==> src/rtl/me_pkg.sv <==
// me_pkg: geometry constants and fetch-state type shared by the motion-estimation fetch path.
package me_pkg;
    localparam int ME_PIX_W     = 8;
    localparam int ME_BLK       = 16;
    localparam int ME_WIN       = 32;
    localparam int ME_CUR_WORDS = 2;
    localparam int ME_REF_WORDS = 4;
    localparam int ME_MAX_DISP  = 16;
    localparam int ME_WORD_W    = 64;
    localparam int ME_ROW_W     = ME_PIX_W * ME_BLK;

    typedef enum logic [1:0] {ST_IDLE, ST_RD, ST_CAP, ST_OUT} fetch_state_t;
endpackage

==> src/rtl/me_row_aligner.sv <==
// me_row_aligner: selects 16 consecutive pixels from three packed reference words at a byte offset.
module me_row_aligner
    import me_pkg::*;
(
    input  logic [3*ME_WORD_W-1:0] i_words,
    input  logic [2:0]             i_shift,
    output logic [ME_ROW_W-1:0]    o_row
);
    assign o_row = ME_ROW_W'(i_words >> {i_shift, 3'b000});
endmodule

==> src/rtl/me_candidate_fetch.sv <==
// me_candidate_fetch: streams 16 current/reference row pairs for one (dx, dy) candidate.
module me_candidate_fetch
    import me_pkg::*;
(
    input  logic                 i_clk,
    input  logic                 i_reset,
    input  logic                 i_start,
    input  logic [4:0]           i_dx,
    input  logic [4:0]           i_dy,
    output logic                 o_busy,
    output logic                 o_err,
    output logic                 o_cur_rd_en,
    output logic [4:0]           o_cur_rd_addr,
    input  logic [ME_WORD_W-1:0] i_cur_rd_data,
    output logic                 o_ref_rd_en,
    output logic [6:0]           o_ref_rd_addr,
    input  logic [ME_WORD_W-1:0] i_ref_rd_data,
    output logic                 o_row_valid,
    input  logic                 i_row_ready,
    output logic [3:0]           o_row_idx,
    output logic                 o_row_last,
    output logic [ME_ROW_W-1:0]  o_cur_row,
    output logic [ME_ROW_W-1:0]  o_ref_row,
    output logic                 o_done
);
    fetch_state_t          r_state, w_next;
    logic [4:0]            r_dx, r_dy, w_ref_line;
    logic [3:0]            r_row;
    logic [1:0]            r_k;
    logic [ME_WORD_W-1:0]  r_rw0, r_rw1, w_rw2;
    logic [ME_ROW_W-1:0]   r_cur_row, r_ref_row, w_aligned;
    logic                  r_err, r_done, w_legal;

    assign w_legal    = i_dx <= 5'(ME_MAX_DISP) && i_dy <= 5'(ME_MAX_DISP);
    assign w_ref_line = r_dy + 5'(r_row);
    // dx==16 has no third reference word to read, so the top of the assembly is zero
    assign w_rw2      = r_dx[4] ? '0 : i_ref_rd_data;

    me_row_aligner u_align (
        .i_words (({w_rw2, r_rw1, r_rw0})),
        .i_shift (r_dx[2:0]),
        .o_row   (w_aligned)
    );

    always_comb begin
        w_next        = r_state;
        o_ref_rd_en   = 1'b0;
        o_cur_rd_en   = 1'b0;
        o_ref_rd_addr = '0;
        o_cur_rd_addr = '0;
        case (r_state)
            ST_IDLE: w_next = (i_start && w_legal) ? ST_RD : ST_IDLE;
            ST_RD: begin
                w_next        = (r_k == 2'd2) ? ST_CAP : ST_RD;
                o_ref_rd_en   = !(r_dx[4] && r_k == 2'd2);
                o_cur_rd_en   = r_k != 2'd2;
                o_ref_rd_addr = o_ref_rd_en ? {w_ref_line, 2'b00} + 7'(r_dx[4:3]) + 7'(r_k) : '0;
                o_cur_rd_addr = o_cur_rd_en ? {r_row, r_k[0]} : '0;
            end
            ST_CAP: w_next = ST_OUT;
            ST_OUT: w_next = !i_row_ready ? ST_OUT : (r_row == 4'd15) ? ST_IDLE : ST_RD;
            default: w_next = ST_IDLE;
        endcase
    end

    always_ff @(posedge i_clk or posedge i_reset) begin
        if (i_reset) begin
            r_state   <= ST_IDLE;
            r_dx      <= '0;
            r_dy      <= '0;
            r_row     <= '0;
            r_k       <= '0;
            r_rw0     <= '0;
            r_rw1     <= '0;
            r_cur_row <= '0;
            r_ref_row <= '0;
            r_err     <= 1'b0;
            r_done    <= 1'b0;
        end else begin
            r_state <= w_next;
            r_err   <= r_state == ST_IDLE && i_start && !w_legal;
            r_done  <= r_state == ST_OUT && i_row_ready && r_row == 4'd15;
            case (r_state)
                ST_IDLE: if (i_start && w_legal) begin
                    r_dx  <= i_dx;
                    r_dy  <= i_dy;
                    r_row <= '0;
                    r_k   <= '0;
                end
                ST_RD: begin
                    r_k <= r_k + 2'd1;
                    // read data lags its strobe by one cycle
                    if (r_k == 2'd1) begin
                        r_rw0                     <= i_ref_rd_data;
                        r_cur_row[ME_WORD_W-1:0]  <= i_cur_rd_data;
                    end
                    if (r_k == 2'd2) begin
                        r_rw1                           <= i_ref_rd_data;
                        r_cur_row[ME_ROW_W-1:ME_WORD_W] <= i_cur_rd_data;
                    end
                end
                ST_CAP: r_ref_row <= w_aligned;
                ST_OUT: if (i_row_ready) begin
                    r_row <= r_row + 4'd1;
                    r_k   <= '0;
                end
                default: ;
            endcase
        end
    end

    assign o_busy      = r_state != ST_IDLE;
    assign o_err       = r_err;
    assign o_done      = r_done;
    assign o_row_valid = r_state == ST_OUT;
    assign o_row_idx   = r_row;
    assign o_row_last  = r_state == ST_OUT && r_row == 4'd15;
    assign o_cur_row   = r_cur_row;
    assign o_ref_row   = r_ref_row;
endmodule

==> config.mk <==
export PLATFORM = sky130hd
export DESIGN_NAME = me_candidate_fetch
export DESIGN_NICKNAME = d
export VERILOG_FILES = /design/src/rtl/me_pkg.sv /design/src/rtl/me_row_aligner.sv /design/src/rtl/me_candidate_fetch.sv
export SDC_FILE = /design/constraint.sdc
export NUM_CORES = 1
export LEC_CHECK = 0
export BUFFER_PORTS_ARGS = -buffer_cell sky130_fd_sc_hd__buf_2
export CORE_MARGIN = 4
export CORE_UTILIZATION = 35
export DETAILED_ROUTE_END_ITERATION = 8
export SLEW_MARGIN = 40
export SYNTH_ARGS = -nofsm -noshare
export SYNTH_HDL_FRONTEND = slang
export SYNTH_SLANG_ARGS = --single-unit
==> constraint.sdc <==
create_clock -name i_clk -period 14.8 [get_ports i_clk]
set_input_delay 2.96 -clock i_clk [delete_from_list [all_inputs] [get_ports i_clk]]
set_output_delay 2.96 -clock i_clk [all_outputs]
set_load 0.01 [all_outputs]
==> results.md <==
- In the routed design, unresolved DRC markers number 0.
- The via count is 15516.
- In the synthesized netlist the dominant register cell turns out to be sky130_fd_sc_hd__dfrtp_1.
- The final instance area is 24800 sq um.
- Of the post-synthesis cell area, the dominant cell type holds 0.497.
- The cell area after placement is 23100 sq um.
- The dominant combinational cell family by area after synthesis is multiplexers.
- After detailed placement, the design holds a cell count of 2707.
- The number of register bits inferred by synthesis is 404.
- The flow ran to the end, and the final reports show no timing, DRC or antenna violations.
- The worst setup path is launched from a flop.
- Yosys printed 0 warnings.
- The filler cell count is roughly 5400.
- At the end of the flow, the number of nets in the layout was 2150.
- The vertical die dimension is 249 microns.
- The worst-case IR drop observed on VDD is approximately 0.13 mV.
- The worst setup skew after layout is 0.0184 ns.
- The distinct cell type count of the synthesized netlist is 38.
- The total routed wirelength is 68.5 mm.
- The peak per-stage delay on the critical path is 0.44 ns.
- The number of detailed-routing iterations run before antenna repair is 5.
- The multi-input combinational cells in the finished layout cover a total of 9710 sq um.
- The area share of xor/xnor cells in the synthesized design is 0.00240.
- Setup violations remaining at the end of the flow were counted as 0.
- For the final routed database, the setup TNS stands at 0 ns.
- The sum of internal, switching and leakage power is 5.73 mW.
- Of the post-synthesis cell area, the part taken by muxes is 0.306.
- The number of sinks on the clock net is 404.
- For this run, the total global-route usage over all layers was measured as 0.216.
- In the synthesized netlist, the cells that appear most often are 404 x sky130_fd_sc_hd__dfrtp_1, 267 x sky130_fd_sc_hd__mux2_2, 203 x sky130_fd_sc_hd__nand2_1.
- The cell count of the worst reg-to-reg path is 6.
- The number of slew-limit violations in the final report is 0.
- The tightest min-delay check is of the flop to flop type.
- The number of maximum-capacitance violations is 0.
- The count of endpoints failing hold in the final timing report is 0.
- The startpoint of the most critical setup path is o_row_idx[0].
- The cell with the largest stage delay on the worst path is sky130_fd_sc_hd__dfrtp_1.
- Of the total synthesized cell area, the portion taken by AND, OR, NAND and NOR gates is 0.0887.
- The post-synthesis net count is 1796.
- The endpoint kind of the worst setup timing path is an output pin.
- In this run, the number of DRC markers left after iteration 0 of detailed routing was approximately 950.
- For the worst setup path, the data arrival time is 2.96 ns.
- The CTS tree is built.
- The remaining max-slew budget at the tightest pin is 0.463.
- The die outline area is between 60000 and 70000 sq um.
- The post-route clock period utilization is 0.400.
- The share of post-route cells with drive strength above 1 is 0.452.
- The sum of buffers and inverters on the critical path is 1.
- The smallest clock period supported by the final layout is computed as between 5 and 6 ns.
- No sink is reached through more buffers than the 3 on the longest clock path.
- The compound-cell area share of the yosys netlist is 0.0675.
- Of the total synthesized cell area, the portion taken by full adders, half adders and majority gates is 0.00997.
- The leftover overflow at the end of global routing is 0.
- The floorplan has 88 rows.
- The first global-routing pass estimated about 100 mm of wire.
- The critical path runs through a total of 7 cells.
- In the routed layout, each cell is associated on average with a via count of 5.54.
- The share of flip-flops with an asynchronous set or reset is 1.00.
- The number of global-route vias before repair is 16043.
- The number of flops mapped to enable cells by yosys is 0.
- The internal reg-to-reg setup slack is about 11 ns.
- The endpoint identified for the worst register-to-register timing path is o_ref_row[118].
- Yosys instantiated no cell more often than sky130_fd_sc_hd__dfrtp_1.
- The signed area change from the synthesized netlist to the final layout is 21.8%.
- The wire-length estimate of the detail-placed layout is 50.8 mm.
- Input and output buffers added on the ports amount to between 400 and 500.
- At the pin with the least slew margin, the transition time is 0.805 ns.
- In the post-synthesis netlist, the biggest area contributors are sky130_fd_sc_hd__dfrtp_1 50%, sky130_fd_sc_hd__mux2_2 15%, sky130_fd_sc_hd__mux4_2 14%.
- Entering global routing, the biggest net connects 148 pins.
- The number of hold buffers added after CTS was 0.
- The post-cts repair resize count is 0.
- The portion of the post-synthesis area used by sequential elements is 0.497.
- The synthesized area per cell is about 12 sq um.
- The analysis attributes to cell leakage a power of 10.9 nW.
- The total area inside the core boundary comes to 57600 sq um.
- Of all nets on the critical path, the largest fanout is 6.
- At the end of routability-driven placement, the weighted congestion stood at between 0.8 and 0.9.
- The type of the setup path with the least slack is flop to output pin.
- The number of nets with antenna violations after routing is 0.
- The H-tree generated during clock tree synthesis spans 2 levels.
- The clock insertion delay at the later pin of the skew report is approximately 0.6 ns.
- Setup repair after global routing left no endpoint under its margin.
- In this run the most critical hold path is launched from o_cur_row[116].
- Counting every instance in the synthesized netlist gives between 1500 and 2000.
- The worst hold slack after final layout is 0.499 ns.
- Summing all flip-flop and latch instances after layout gives between 10000 and 15000 sq um.
- The routed length per placed instance is 24.5 microns.
- The total power density per cell area is 231 nW/um^2.
- The startpoint identified for the worst register-to-register timing path is r_dx[0].
- The horizontal die dimension is 249 microns.
- The cell family with the largest share of critical-path delay is adder cells.
- The peak clock frequency supported by timing is 169 MHz.
- The number of antenna violations at the first check in global routing is 16.
- The timing endpoint of the critical path is o_ref_rd_addr[6].
- The number of I/O pins is 421.
- After synthesis the cells add up to 20300 sq um.
- The critical path goes through ha_1 -> fa_1 -> and3_1 -> or3_1 -> a2111o_1 -> a21oi_1 -> buf_2.
- TritonCTS created 47 clock buffers.
- At the worst endpoint, the required time is 11.84 ns.
- The number of buffers inserted by post-CTS setup repair is 0.
- The cell sitting at the root of the clock tree is a sky130_fd_sc_hd__clkbuf_16.
- For this run, the number of standard cells in the final layout without fillers is 2800.
- The initial utilization of the core area, before any placement, comes to 0.353.
- Clock-pin slew was measured on the worst setup and hold paths at 0.06 ns.
- The cell taking the most area after synthesis is sky130_fd_sc_hd__dfrtp_1.
==> registers in the layout (all words and copies together), names as in the netlist <==
name,flops
r_dx,5
r_state,2
r_rw0,64
r_rw1,64
o_row_idx,4
o_ref_row,128
r_k,2
r_dy,5
o_done,1
o_cur_row,128
o_err,1
==> metal layers <==
metal | part of all wire | vias up | global-route usage
met2 | 0.52 | 629 | 0.391
met5 | 0.0018 | - | 0
met3 | 0.086 | 108 | 0.0593
li1 | - | 6758 | -
met1 | 0.37 | 8001 | 0.256
met4 | 0.024 | 20 | 0.0508
==> report_power, final <==
part	switching, mW	internal, mW
registers	0.470	1.63
logic	1.24	1.20
clock network	0.488	0.695
total	2.20	3.53
==> placed cells by master, fill, tap and decap left out, types with 8 or more instances in the layout <==
master,count
sky130_fd_sc_hd__o21ai_0,26
sky130_fd_sc_hd__ha_1,12
sky130_fd_sc_hd__nand2_1,201
sky130_fd_sc_hd__nand3_1,23
sky130_fd_sc_hd__inv_1,8
sky130_fd_sc_hd__dfrtp_1,401
sky130_fd_sc_hd__nor2b_1,20
sky130_fd_sc_hd__a21oi_1,30
sky130_fd_sc_hd__nand2b_1,12
sky130_fd_sc_hd__mux2_2,267
sky130_fd_sc_hd__mux4_2,128
sky130_fd_sc_hd__a221o_1,9
sky130_fd_sc_hd__clkbuf_1,14
sky130_fd_sc_hd__a31oi_1,105
sky130_fd_sc_hd__buf_6,9
sky130_fd_sc_hd__buf_2,420
sky130_fd_sc_hd__a32oi_1,24
sky130_fd_sc_hd__nor2_1,147
sky130_fd_sc_hd__mux2i_1,34
sky130_fd_sc_hd__a211o_1,9
sky130_fd_sc_hd__clkbuf_16,49
sky130_fd_sc_hd__nor3_1,10
==> kinds of logic (layout without fill, tap and decap cells) <==
| logic type | count (synthesis) | count (layout) |
|---|---|---|
| AOI/OAI and AO/OA | 209 | 209 |
| xor gates and xnor gates | 4 | 4 |
| adders and majority gates | 15 | 15 |
| buffers and inverters | 144 | 536 |
| DFF | 404 | 404 |
| muxes | 429 | 429 |
| other | 0 | 4 |
| and+or+nand+nor | 434 | 434 |
==> metrics by stage <==
stage	util	setup slack (ns)
CTS	0.429	8.87
global placement	0.400	9.04
finish	0.430	8.88
global route	0.430	8.80
detailed placement	0.402	9.36
floorplan	-	0.602
==> worst min-delay path by stage <==
| stage | to | slack, ns | cells past startpoint |
|---|---|---|---|
| global placement | o_cur_row[123] | 0.48 | 1 |
| floorplan | r_rw0[0] | 0.47 | 1 |
| detailed placement | o_cur_row[119] | 0.49 | 1 |
| global route | r_rw0[5] | 0.51 | 1 |
| CTS | o_cur_row[116] | 0.50 | 1 |
| finish | o_cur_row[116] | 0.50 | 1 |
==> layout make-up <==
cell class,count,share of cell area
timing repair buffer,438,0.0951
clock buffer,69,0.0550
sequential,404,0.409
inverter,11,0.00222
clock inverter,18,0.00828
multi-input combinational,1091,0.392
tap,765,0.0386
antenna,4,0.000404
(Power assumes the default switching activity.)
